==> config.mk <==
export PLATFORM = sky130hd
export DESIGN_NAME = seq_feeder_flat
export DESIGN_NICKNAME = d
export VERILOG_FILES = /design/src/rtl/seq_feeder_pkg.sv /design/src/rtl/seq_feeder_if.sv /design/src/rtl/seq_feeder_ref_base_buffer.sv /design/src/rtl/seq_feeder.sv /design/src/flat_wrapper.sv
export SDC_FILE = /design/constraint.sdc
export NUM_CORES = 1
export LEC_CHECK = 0
export BUFFER_PORTS_ARGS = -buffer_cell sky130_fd_sc_hd__buf_2
export CORE_UTILIZATION = 26
export CTS_CLUSTER_SIZE = 10
export DETAILED_ROUTE_END_ITERATION = 7
export GPL_TIMING_DRIVEN = 1
export PLACE_DENSITY_LB_ADDON = 0.05
export SYNTH_ARGS = -nofsm -noshare
export SYNTH_HDL_FRONTEND = slang
export SYNTH_HIERARCHICAL = 1
export SYNTH_SLANG_ARGS = --single-unit
export TNS_END_PERCENT = 30
==> constraint.sdc <==
create_clock -name i_clk -period 5.98 [get_ports i_clk]
set_input_delay 1.495 -clock i_clk [delete_from_list [all_inputs] [get_ports i_clk]]
set_output_delay 1.495 -clock i_clk [all_outputs]
set_load 0.02 [all_outputs]
==> src/rtl/seq_feeder_pkg.sv <==
// Shared alignment package: array geometry, base encoding, feeder states,
// score width and the negative-infinity score used by the PE array.
package seq_feeder_pkg;

   localparam int unsigned PE_NUM  = 64;               // PEs; query length in bases
   localparam int unsigned MAX_REF = 256;              // max reference bases, multiple of 4
   localparam int unsigned LEN_W   = 9;                // reference-length field, holds MAX_REF
   localparam int unsigned B_W     = 2 * PE_NUM;       // parallel query bus
   localparam int unsigned QBYTES  = PE_NUM / 4;       // query bytes per job
   localparam int unsigned QIDX_W  = $clog2(QBYTES);
   localparam int unsigned BCNT_W  = LEN_W - 2;        // byte counter
   localparam int unsigned FLUSH_W = $clog2(PE_NUM);   // flush counter
   localparam int unsigned RADDR_W = $clog2(MAX_REF);  // base address
   localparam int unsigned WADDR_W = $clog2(MAX_REF / 4); // byte address
   localparam int unsigned SCORE_W = 14;

   localparam logic [1:0] BASE_A = 2'b00;
   localparam logic [1:0] BASE_C = 2'b01;
   localparam logic [1:0] BASE_G = 2'b10;
   localparam logic [1:0] BASE_T = 2'b11;

   localparam logic [SCORE_W-1:0] NEG_INF = 14'b10000000000000;

   typedef enum logic [2:0] {
      IDLE,
      LOAD_Q,
      LOAD_R,
      STREAM,
      FLUSH,
      DONE
   } state_t;

endpackage

==> src/rtl/seq_feeder_if.sv <==
// Job command and byte-stream handshake between the job source (master)
// and the feeder (slave).
//   i_cmd_valid / o_cmd_ready / i_ref_len : job command
//   i_in_valid  / o_in_ready  / i_in_data : query then reference bytes
interface seq_feeder_if;
   import seq_feeder_pkg::*;

   logic             i_cmd_valid;
   logic             o_cmd_ready;
   logic [LEN_W-1:0] i_ref_len;
   logic             i_in_valid;
   logic             o_in_ready;
   logic [7:0]       i_in_data;

   modport master (
      output i_cmd_valid, i_ref_len, i_in_valid, i_in_data,
      input  o_cmd_ready, o_in_ready
   );

   modport slave (
      input  i_cmd_valid, i_ref_len, i_in_valid, i_in_data,
      output o_cmd_ready, o_in_ready
   );

endinterface

==> src/rtl/seq_feeder_ref_base_buffer.sv <==
// Reference base store: MAX_REF x 2-bit, 4-base byte write, 1-base read.
//   i_clk, i_rst        : clock, async active-high reset (read register only)
//   i_we, i_waddr, i_wdata : write one byte (bases 4a..4a+3)
//   i_re, i_raddr       : read one base
//   o_rdata             : registered read data, A when i_re was low
module seq_feeder_ref_base_buffer
   import seq_feeder_pkg::*;
(
   input  logic               i_clk,
   input  logic               i_rst,
   input  logic               i_we,
   input  logic [WADDR_W-1:0] i_waddr,
   input  logic [7:0]         i_wdata,
   input  logic               i_re,
   input  logic [RADDR_W-1:0] i_raddr,
   output logic [1:0]         o_rdata
);

   logic [1:0] mem [MAX_REF];

   // Byte write scatters four bases into consecutive base slots.
   always_ff @(posedge i_clk) begin
      if (i_we) begin
         for (int j = 0; j < 4; j++) begin
            mem[{i_waddr, 2'(j)}] <= i_wdata[2*j +: 2];
         end
      end
   end

   // Reads of the byte being written in the same cycle take the new data,
   // so ref[0] can be prefetched while its byte is still arriving.
   always_ff @(posedge i_clk or posedge i_rst) begin
      if (i_rst) begin
         o_rdata <= BASE_A;
      end else if (!i_re) begin
         o_rdata <= BASE_A;
      end else if (i_we && (i_waddr == i_raddr[RADDR_W-1:2])) begin
         o_rdata <= i_wdata[{i_raddr[1:0], 1'b0} +: 2];
      end else begin
         o_rdata <= mem[i_raddr];
      end
   end

endmodule

==> src/rtl/seq_feeder.sv <==
// Upstream feeder of the PE alignment array: takes one job (command, query
// bytes, reference bytes), drives the parallel query bus, streams the
// reference one base per cycle and frames the run with start/stop pulses.
//   i_clk, i_rst : clock, async active-high reset
//   bus          : command and byte-stream handshake (slave side)
//   o_start/o_stop : one-cycle array framing pulses
//   o_B          : query bases, o_A : current reference base
//   o_busy, o_done, o_err : job status
module seq_feeder
   import seq_feeder_pkg::*;
(
   input  logic           i_clk,
   input  logic           i_rst,
   seq_feeder_if.slave    bus,
   output logic           o_start,
   output logic           o_stop,
   output logic [B_W-1:0] o_B,
   output logic [1:0]     o_A,
   output logic           o_busy,
   output logic           o_done,
   output logic           o_err
);

   state_t              state;
   logic [LEN_W-1:0]    last_base;
   logic [BCNT_W-1:0]   last_byte;
   logic [BCNT_W-1:0]   byte_cnt;
   logic [LEN_W-1:0]    base_idx;
   logic [FLUSH_W-1:0]  flush_cnt;

   logic                cmd_fire;
   logic                in_fire;
   logic                len_ok;
   logic                buf_we;
   logic                buf_re;
   logic [RADDR_W-1:0]  buf_raddr;

   assign cmd_fire = bus.i_cmd_valid & bus.o_cmd_ready;
   assign in_fire  = bus.i_in_valid & bus.o_in_ready;
   assign len_ok   = (bus.i_ref_len != '0) && (bus.i_ref_len <= LEN_W'(MAX_REF));

   // Buffer control: write ref bytes; read one base ahead of the stream,
   // starting with ref[0] on the final reference byte.
   always_comb begin
      buf_we    = 1'b0;
      buf_re    = 1'b0;
      buf_raddr = '0;
      if (state == LOAD_R) begin
         buf_we = in_fire;
         buf_re = in_fire && (byte_cnt == last_byte);
      end else if (state == STREAM) begin
         buf_re    = (base_idx != last_base);
         buf_raddr = RADDR_W'(base_idx + LEN_W'(1));
      end
   end

   seq_feeder_ref_base_buffer u_ref_buf (
      .i_clk   (i_clk),
      .i_rst   (i_rst),
      .i_we    (buf_we),
      .i_waddr (WADDR_W'(byte_cnt)),
      .i_wdata (bus.i_in_data),
      .i_re    (buf_re),
      .i_raddr (buf_raddr),
      .o_rdata (o_A)
   );

   // Job sequencer with registered handshake, framing and status outputs.
   always_ff @(posedge i_clk or posedge i_rst) begin
      if (i_rst) begin
         state           <= IDLE;
         last_base       <= '0;
         last_byte       <= '0;
         byte_cnt        <= '0;
         base_idx        <= '0;
         flush_cnt       <= '0;
         o_B             <= '0;
         o_start         <= 1'b0;
         o_stop          <= 1'b0;
         o_busy          <= 1'b0;
         o_done          <= 1'b0;
         o_err           <= 1'b0;
         bus.o_cmd_ready <= 1'b1;
         bus.o_in_ready  <= 1'b0;
      end else begin
         o_start <= 1'b0;
         o_stop  <= 1'b0;
         o_done  <= 1'b0;
         o_err   <= 1'b0;
         case (state)
            IDLE: begin
               if (cmd_fire) begin
                  if (len_ok) begin
                     state           <= LOAD_Q;
                     last_base       <= bus.i_ref_len - LEN_W'(1);
                     last_byte       <= BCNT_W'((bus.i_ref_len - LEN_W'(1)) >> 2);
                     byte_cnt        <= '0;
                     o_busy          <= 1'b1;
                     bus.o_cmd_ready <= 1'b0;
                     bus.o_in_ready  <= 1'b1;
                  end else begin
                     o_err <= 1'b1;
                  end
               end
            end
            LOAD_Q: begin
               if (in_fire) begin
                  o_B[{byte_cnt[QIDX_W-1:0], 3'b000} +: 8] <= bus.i_in_data;
                  if (byte_cnt == BCNT_W'(QBYTES - 1)) begin
                     state    <= LOAD_R;
                     byte_cnt <= '0;
                  end else begin
                     byte_cnt <= byte_cnt + BCNT_W'(1);
                  end
               end
            end
            LOAD_R: begin
               if (in_fire) begin
                  if (byte_cnt == last_byte) begin
                     state          <= STREAM;
                     base_idx       <= '0;
                     o_start        <= 1'b1;
                     bus.o_in_ready <= 1'b0;
                  end else begin
                     byte_cnt <= byte_cnt + BCNT_W'(1);
                  end
               end
            end
            STREAM: begin
               if (base_idx == last_base) begin
                  state     <= FLUSH;
                  flush_cnt <= '0;
               end else begin
                  base_idx <= base_idx + LEN_W'(1);
               end
            end
            FLUSH: begin
               // Stop is registered, so it is raised one count early.
               if (flush_cnt == FLUSH_W'(PE_NUM - 1)) begin
                  state  <= DONE;
                  o_done <= 1'b1;
               end else begin
                  flush_cnt <= flush_cnt + FLUSH_W'(1);
                  o_stop    <= (flush_cnt == FLUSH_W'(PE_NUM - 2));
               end
            end
            DONE: begin
               state           <= IDLE;
               o_busy          <= 1'b0;
               bus.o_cmd_ready <= 1'b1;
            end
            default: begin
               state <= IDLE;
            end
         endcase
      end
   end

endmodule

==> src/flat_wrapper.sv <==
// flat-port wrapper written by rule: the top's interface ports become plain ports
module seq_feeder_flat import seq_feeder_pkg::*;
  (i_clk, i_rst, o_start, o_stop, o_B, o_A, o_busy, o_done, o_err, bus_i_cmd_valid, bus_i_ref_len, bus_i_in_valid, bus_i_in_data, bus_o_cmd_ready, bus_o_in_ready);
  seq_feeder_if bus_i ();
  input  logic i_clk;
  input  logic i_rst;
  output logic o_start;
  output logic o_stop;
  output logic [B_W-1:0] o_B;
  output logic [1:0] o_A;
  output logic o_busy;
  output logic o_done;
  output logic o_err;
  input wire logic [$bits(bus_i.i_cmd_valid)-1:0] bus_i_cmd_valid;
  input wire logic [$bits(bus_i.i_ref_len)-1:0] bus_i_ref_len;
  input wire logic [$bits(bus_i.i_in_valid)-1:0] bus_i_in_valid;
  input wire logic [$bits(bus_i.i_in_data)-1:0] bus_i_in_data;
  output wire logic [$bits(bus_i.o_cmd_ready)-1:0] bus_o_cmd_ready;
  output wire logic [$bits(bus_i.o_in_ready)-1:0] bus_o_in_ready;
  assign bus_i.i_cmd_valid = bus_i_cmd_valid;
  assign bus_i.i_ref_len = bus_i_ref_len;
  assign bus_i.i_in_valid = bus_i_in_valid;
  assign bus_i.i_in_data = bus_i_in_data;
  assign bus_o_cmd_ready = bus_i.o_cmd_ready;
  assign bus_o_in_ready = bus_i.o_in_ready;
  seq_feeder u_core (.i_clk(i_clk), .i_rst(i_rst), .bus(bus_i), .o_start(o_start), .o_stop(o_stop), .o_B(o_B), .o_A(o_A), .o_busy(o_busy), .o_done(o_done), .o_err(o_err));
endmodule
# Yosys cells after proc, flatten, opt, wreduce, memory -nomap -nowiden
# Memory sizes are Yosys's and may differ from the RTL's.
# Cells that the tools add are included.
[totals]
out_inout_bits = 137
inputBits = 21
register_bits = 178
mem_count = 1
elab_cells = 120
ramBits = 512
[mem_list]
columns = ["memory", "words", "word_bits", "rd", "rd_clocked_by_memory_dff", "wr", "line_no", "text"]
rows = [
  ["u_core.u_ref_buf.mem", 256, 2, 1, 0, 4, "seq_feeder_ref_base_buffer.sv:19", "logic [1:0] mem [MAX_REF];"],
]
[classes]
reduce_logical = 18
n_eq_ne = 23
mux = 52
n_lt_le_gt_ge = 1
n_shift = 3
add_sub_neg = 5
bitwise_logic = 2
[ops]
columns = ["op", "count"]
rows = [
  ["128-bit bitwise mux", 1],
  ["8-bit by 9-bit variable shift with 128-bit output (first input constant)", 1],
  ["8-bit by 9-bit variable part select with 128-bit output", 1],
  ["7-bit two-way mux", 6],
  ["9-bit two-way mux", 3],
  ["3-bit two-way mux", 8],
  ["1-bit two-way mux", 21],
  ["7-bit one-hot mux with 3 select lines", 1],
  ["9-bit one-hot mux with 2 select lines", 1],
  ["8-bit two-way mux", 2],
  ["3-bit one-hot mux with 5 select lines", 1],
  ["6-bit equality test (second input constant)", 2],
  ["6-bit two-way mux", 2],
  ["2-bit by 1-bit inequality test with 1-bit output (second input constant)", 6],
  ["6-bit one-hot mux with 2 select lines", 1],
  ["2-bit inequality test (second input constant)", 5],
  ["9-bit by 1-bit adder with 9-bit output (second input constant)", 1],
  ["9-bit equality test", 1],
  ["9-bit <= comparator (second input constant)", 1],
  ["9-bit inequality test", 1],
  ["7-bit negation with 9-bit output", 1],
  ["3-bit AND reduction", 3],
  ["9-bit nonzero test", 1],
  ["9-bit by 1-bit subtractor with 9-bit output (second input constant)", 1],
  ["21 further kinds", 32],
]

# Logic depth before layout (Yosys ltp)
[logic_depth]
ltp_word = 7
mapped_depth = 14
depth_no_buf = 11

# Hierarchy
# The synthesis kept the hierarchy.
[by_module_without_submodules]
columns = ["mod", "cells_per_inst", "instances", "seq_area_each_um2", "area_per_inst_um2"]
rows = [
  ["seq_feeder_ref_base_buffer", 990, 1, 15424.8, 20385.8],
  ["seq_feeder", 614, 1, 4230.3, 7509.7],
]

# Worst setup path before layout
# Ideal clock, no wire load.
[synth_path]
path_kind = "input to register"
startpoint = "in bus_i_in_valid"
endpoint = "mem u_core.u_ref_buf.mem[100][0], enable pin"
arrival_time_ps = 3228
slack_ps = 2366
cell_stages = 6
t_required_ps = 5595
path_cell_list = "nand2_1 > or2_2 > nor2_1 > clkbuf_1 > nand4b_1 > nor3b_1"
[synth_rtl]
columns = ["element", "line_no", "text"]
rows = [
  ["start, declared", "flat_wrapper.sv:16", "input wire logic [$bits(bus_i.i_in_valid)-1:0] bus_i_in_valid;"],
  ["end, declared", "seq_feeder_ref_base_buffer.sv:19", ""],
]

# Final worst setup path
[layout_path]
startpoint = "reg u_core.state[2]"
endpoint = "reg u_core.u_ref_buf.o_rdata[1]"
[layout_via]
word_cells_on_any_way = 13
[layout_rtl]
columns = ["element", "line_no", "text"]
rows = [
  ["start, declared", "seq_feeder.sv:24", "state_t state;"],
  ["start signal, assigned", "seq_feeder.sv:71", "state <= IDLE;"],
  ["start signal, assigned", "seq_feeder.sv:94", "state <= LOAD_Q;"],
  ["start signal, assigned", "seq_feeder.sv:110", "state <= LOAD_R;"],
  ["3-bit by 2-bit equality test with 1-bit output", "seq_feeder.sv:51", "end else if (state == STREAM) begin"],
  ["8-bit two-way mux", "seq_feeder.sv:51", ""],
  ["8-bit two-way mux *", "seq_feeder.sv:48", "if (state == LOAD_R) begin"],
  ["net u_core.buf_raddr[0]", "seq_feeder.sv:36", "logic [RADDR_W-1:0] buf_raddr;"],
  ["memory read 256 x 2 bit / 8-bit by 4-bit variable part select with 2-bit output (equally long branches)", "--", ""],
  ["2-bit two-way mux *", "seq_feeder_ref_base_buffer.sv:37", "end else if (i_we && (i_waddr == i_raddr[RADDR_W-1:2])) begin"],
  ["2-bit two-way mux *", "seq_feeder_ref_base_buffer.sv:35", "end else if (!i_re) begin"],
  ["end signal, assigned", "seq_feeder_ref_base_buffer.sv:38", "o_rdata <= i_wdata[{i_raddr[1:0], 1'b0} +: 2];"],
  ["end signal, assigned", "seq_feeder_ref_base_buffer.sv:40", "o_rdata <= mem[i_raddr];"],
  ["end, declared", "seq_feeder_ref_base_buffer.sv:16", "output logic [1:0] o_rdata"],
]
# The timed path passes the listed nets; every way through them passes the cells marked *.
# A chain may end at the register's enable or synchronous reset.

==> impl.org <==
** Critical path
- Among all stages on the critical path, the largest delay is contributed by nor4_1.
- Critical Path End Type :: register
- For the worst setup path, the data required time is 6.50 ns.
- The worst setup path is launched from a register.
- On the worst path, the slowest cell contributes a delay of around 0.60 ns.
- The critical path goes through nand3b_1 > buf_4 > nor2_4 > buf_12 > mux4_2 > a22oi_1 > a21oi_1 > nor4_1 > a211oi_1 > a311o_1.
- Data arrives at the worst endpoint at roughly 4.6 ns.
- Critical path class :: reg -> reg
- In this run the worst path has a maximum fanout of 34.

** Pwr
- Share of total power in the clock network :: 0.472
- Worst vdd rail ir drop :: between 0.15 and 0.2 mV
- The share of total power dissipated in sequential elements is 0.512.
- Reported net switching power :: around 2.1 mW
- Of the total power, the share spent switching nets is 0.212.
- Combinational share of power :: 0.016
- Static leakage :: 11.8 nW
- Total power for the finished layout comes to approximately 10 mW.
- Dividing total power by cell area gives a power density of a little over 300 mW/mm^2.
- Internal power comes to about 7.9 mW.

** Timing
- Setup slack closes at 1.93 ns.
- Setup repair after global routing left no endpoint under its margin.
- Worst clock skew on the final layout :: 0.0316 ns
- The final number of hold-violating endpoints came to 0.
- Based on the critical path, the design can be clocked at up to ~250 MHz.
- Dividing the final minimum period by the clock period gives 0.677.
- The routed design could run at a clock period as short as between 4 and 5 ns.
- Least-Margin Pin Slew :: 1.08 ns
- Number of slew-limit violations in the final report :: 0
- Summed over all failing endpoints, the final setup total negative slack is 0 ns.
- Headroom to the max-slew limit came out at 0.276.
- Setup violations remaining at the end of the flow were counted as 0.

** Synthesis
- Yosys attributes the largest share of cell area to edfxtp_1 55%, dfrtp_1 15%, mux4_2 8.9%.
- Number of nets in the synthesized netlist :: around 1.6k
- Share of synthesized flip-flops with an asynchronous set or reset :: 0.250
- Mean Syn Cell Area :: approximately 17 sq um
- In the synthesized netlist, the cells that appear most often are 512 x edfxtp_1, 170 x dfrtp_1, 126 x mux2_2, 110 x mux4_2, 93 x nor2_1.
- Yosys warns :: 6
- Post-synthesis cell area :: roughly 0.028 sq mm
- Yosys mapped a number of flops with a built-in enable equal to roughly 500.
- Distinct cell type count after synthesis :: 82
- Post-synthesis sequential area ratio :: 0.705
- Summed over all instances, the cell type with the most area after synthesis is edfxtp_1.
- Flip-flop and latch count after synthesis :: 683
- Synth Flop Type :: edfxtp_1
- The share of synthesized area in the top cell type comes to 0.551.
- Most frequently used cell type in the post-synthesis netlist :: edfxtp_1
- Synthesis produced a netlist whose cell count is between 1.5k and 2k.

** CTS
- Clock-pin slew was measured on the worst setup and hold paths at approximately 0.050 ns.
- Total of hold buffers inserted after clock tree synthesis :: 0
- Insertion delay of the later-clocked pin in the worst-skew pair :: 0.65 ns
- Buffers inserted during clock tree synthesis total between 80 and 90.
- Post-CTS repair changed the size of 0 cells.
- After clock tree synthesis, the setup repair step added 0 buffers.
- The tree built by TritonCTS fans out to just under 700 sinks.
- Maximum count of clock buffers along a single path :: 3
- TritonCTS built the clock tree.
- H-tree depth :: 3
- Clock Tree Root :: clkbuf_16

** Final layout
- Fraction of layout instances using a drive strength above 1 :: 0.312
- The layout has approximately 10k filler cells.
- Summing all multi-input logic gate instances after layout gives a little under 0.008 sq mm.
- The area growth from synthesis to layout is 18.1%.
- Final instance area :: between 0.03 and 0.04 sq mm
- NumNets Final :: ~1.8k
- Sequential cell area :: a little under 0.02 sq mm
- Filler-free cell count of the finished design :: ~3.3k

** Placement
- Post-detailed-placement half-perimeter wirelength :: around 52000 um
- Routability cong. :: between 0.7 and 0.8
- Post-Place Worst Slack :: between 1 and 1.5 ns
- Quantity of I/O buffers inserted on ports :: 157
- Summing all placed instances gives a cell area of a little over 0.03 sq mm.
- Counting tap cells, the placed design contains a total of between 3k and 4k instances.

** Global route
- Total track usage :: 0.158
- The first global-routing pass estimated ~120000 um of wire.
- Entering global routing, the biggest net connects 139 pins.
- The number of antenna violations at the first check in global routing was 2.
- Vias in the first global route :: roughly 16k
- After global routing the overflow that remains totals 0.

** Status
- Outcome :: completed

** Routing
- Post-detailed-route via-to-cell ratio :: around 4.7
- Number of vias after detailed routing :: approximately 15k
- Antenna Violating Nets Remaining :: 0
- The routed design has 84700 um of wire.
- Post-route DRC violation count :: 0
- In the final routed layout, each cell accounts on average for between 20 and 30 um.
- The pre-antenna-repair detailed-routing pass consisted of 5 iterations.
- For this block, the initial DRC count from the detailed router was between 800 and 900.

** Die
- The initial utilization of the core area, before any placement, comes to 0.264.
- Std-Cell Core Area :: about 0.11 sq mm
- The floorplan step set the die height to between 300 and 400 um.
- After floorplanning, the core was divided into ~120 placement rows.
- Die span in x :: approximately 330 um
- Overall die area :: approximately 0.11 sq mm
- Num ports :: 158

** Flow run
- Max-cap violations in this run came to 0.

** Min path
- The path class of the tightest hold or removal check is reg -> reg.
[state kept, by name, summed over array words and instances, names as in the netlist]
| name | flops |
|---|---|
| u_core/o_start | 1 |
| u_core/o_busy | 1 |
| u_core/byte_cnt | 7 |
| u_core/o_B | 128 |
| u_core/o_err | 1 |
| u_core/flush_cnt | 6 |
| u_core/o_stop | 1 |
| u_core/bus.o_cmd_ready | 1 |
| u_core/base_idx | 9 |
| u_core/state | 3 |
| u_core/bus.o_in_ready | 1 |
| u_core/u_ref_buf/mem | 512 |
| u_core/last_base | 9 |
| u_core/o_done | 1 |
| u_core/u_ref_buf/o_rdata | 2 |
[logic make-up (layout without fill, tap and decap cells)]
group / after synthesis / count (layout) / share of synthesized area
AO/OA/AOI/OAI: 162 / 162 / 0.0389
XOR/XNOR: 36 / 36 / 0.0113
adder cells (fa/ha/maj): 9 / 9 / 0.00404
buffers and inverters: 101 / 358 / 0.0198
flip-flops: 683 / 683 / 0.705
multiplexers: 282 / 282 / 0.162
other: 0 / 4 / 0
AND/OR/NAND/NOR: 331 / 331 / 0.0593
[power by group through the flow]
| stage | registers (mW) | clock network (mW) | logic, mW |
|---|---|---|---|
| floorplan | 5.20 | 0 | 0.0295 |
| global placement | 5.20 | 0 | 0.172 |
| detailed placement | 5.20 | 0 | 0.172 |
| CTS | 5.11 | 4.92 | 0.171 |
| global route | 5.10 | 5.08 | 0.176 |
| finish | 5.11 | 4.71 | 0.157 |
[cell usage in the layout (no fill, tap or decap), drive strengths merged, types with 4 or more instances in the layout]
cell and count:
edfxtp 512, buf 204, dfrtp 170, mux2 134, clkbuf 120, mux4 118, nor2 94, nand2 93
o21ai 59, nand3 31, mux2i 30, a22oi 22, xor2 21, nor2b 17, inv 17, and3 16
and2 15, xnor2 15, a21oi 14, clkinv 14, nand2b 11, nand4 10, nor3 10, o31ai 9
ha 9, o22ai 7, a211oi 7, nor4 7, nand3b 6, or2 5, diode 4, a211o 4
a2111oi 4
[path summary, 6_finish.rpt]
check / startpoint / endpoint / slack, ns / cells past startpoint
max: u_core/state[2]$_DFFE_PP0P_ / u_core/u_ref_buf/o_rdata[1]$_DFF_PP0_ / 1.93 / 10
min: u_core/o_B[60]$_DFFE_PP0P_ / u_core/o_B[60]$_DFFE_PP0P_ / 0.48 / 2
max reg2reg: u_core/state[2]$_DFFE_PP0P_ / u_core/u_ref_buf/o_rdata[1]$_DFF_PP0_ / 1.93 / 10
min reg2reg: u_core/o_B[60]$_DFFE_PP0P_ / u_core/o_B[60]$_DFFE_PP0P_ / 0.48 / 2
max in group asynchronous: i_rst / u_core/o_B[91]$_DFFE_PP0P_ / 3.69 / 3
min in group asynchronous: i_rst / u_core/u_ref_buf/o_rdata[0]$_DFF_PP0_ / 0.82 / 2
[metrics by stage]
step	utilization	hold slack, ns
floorplan	-	0.444
global placement	0.288	0.470
detailed placement	0.288	0.472
CTS	0.311	0.484
global route	0.311	0.506
finish	0.311	0.480
[area by class of cell]
class                   instances  area share
clock buffers                 120      0.0694
repair buffers                204      0.0378
multi-input cells             820       0.235
diodes                          4    0.000304
flip-flops and latches        683       0.596
inverters                      15     0.00182
clock inverters                19     0.00653
well taps                    1391      0.0528
[critical path: cells and delay by family (launching register included)]
kind | cells | cell delay [ns]
DFF | 1 | 0.53
buffers and inverters | 2 | 0.57
muxes | 1 | 0.56
and+or+nand+nor | 3 | 1.29
AOI/OAI and AO/OA | 4 | 0.88
[per-layer routing]
metal	track usage	up-vias	share of wire
met5	0	-	0.00014
met4	0.0466	2	0.020
met3	0.0356	95	0.050
met2	0.261	325	0.49
met1	0.207	8156	0.44
li1	-	6691	-
Power figures use the tool's default switching activity.
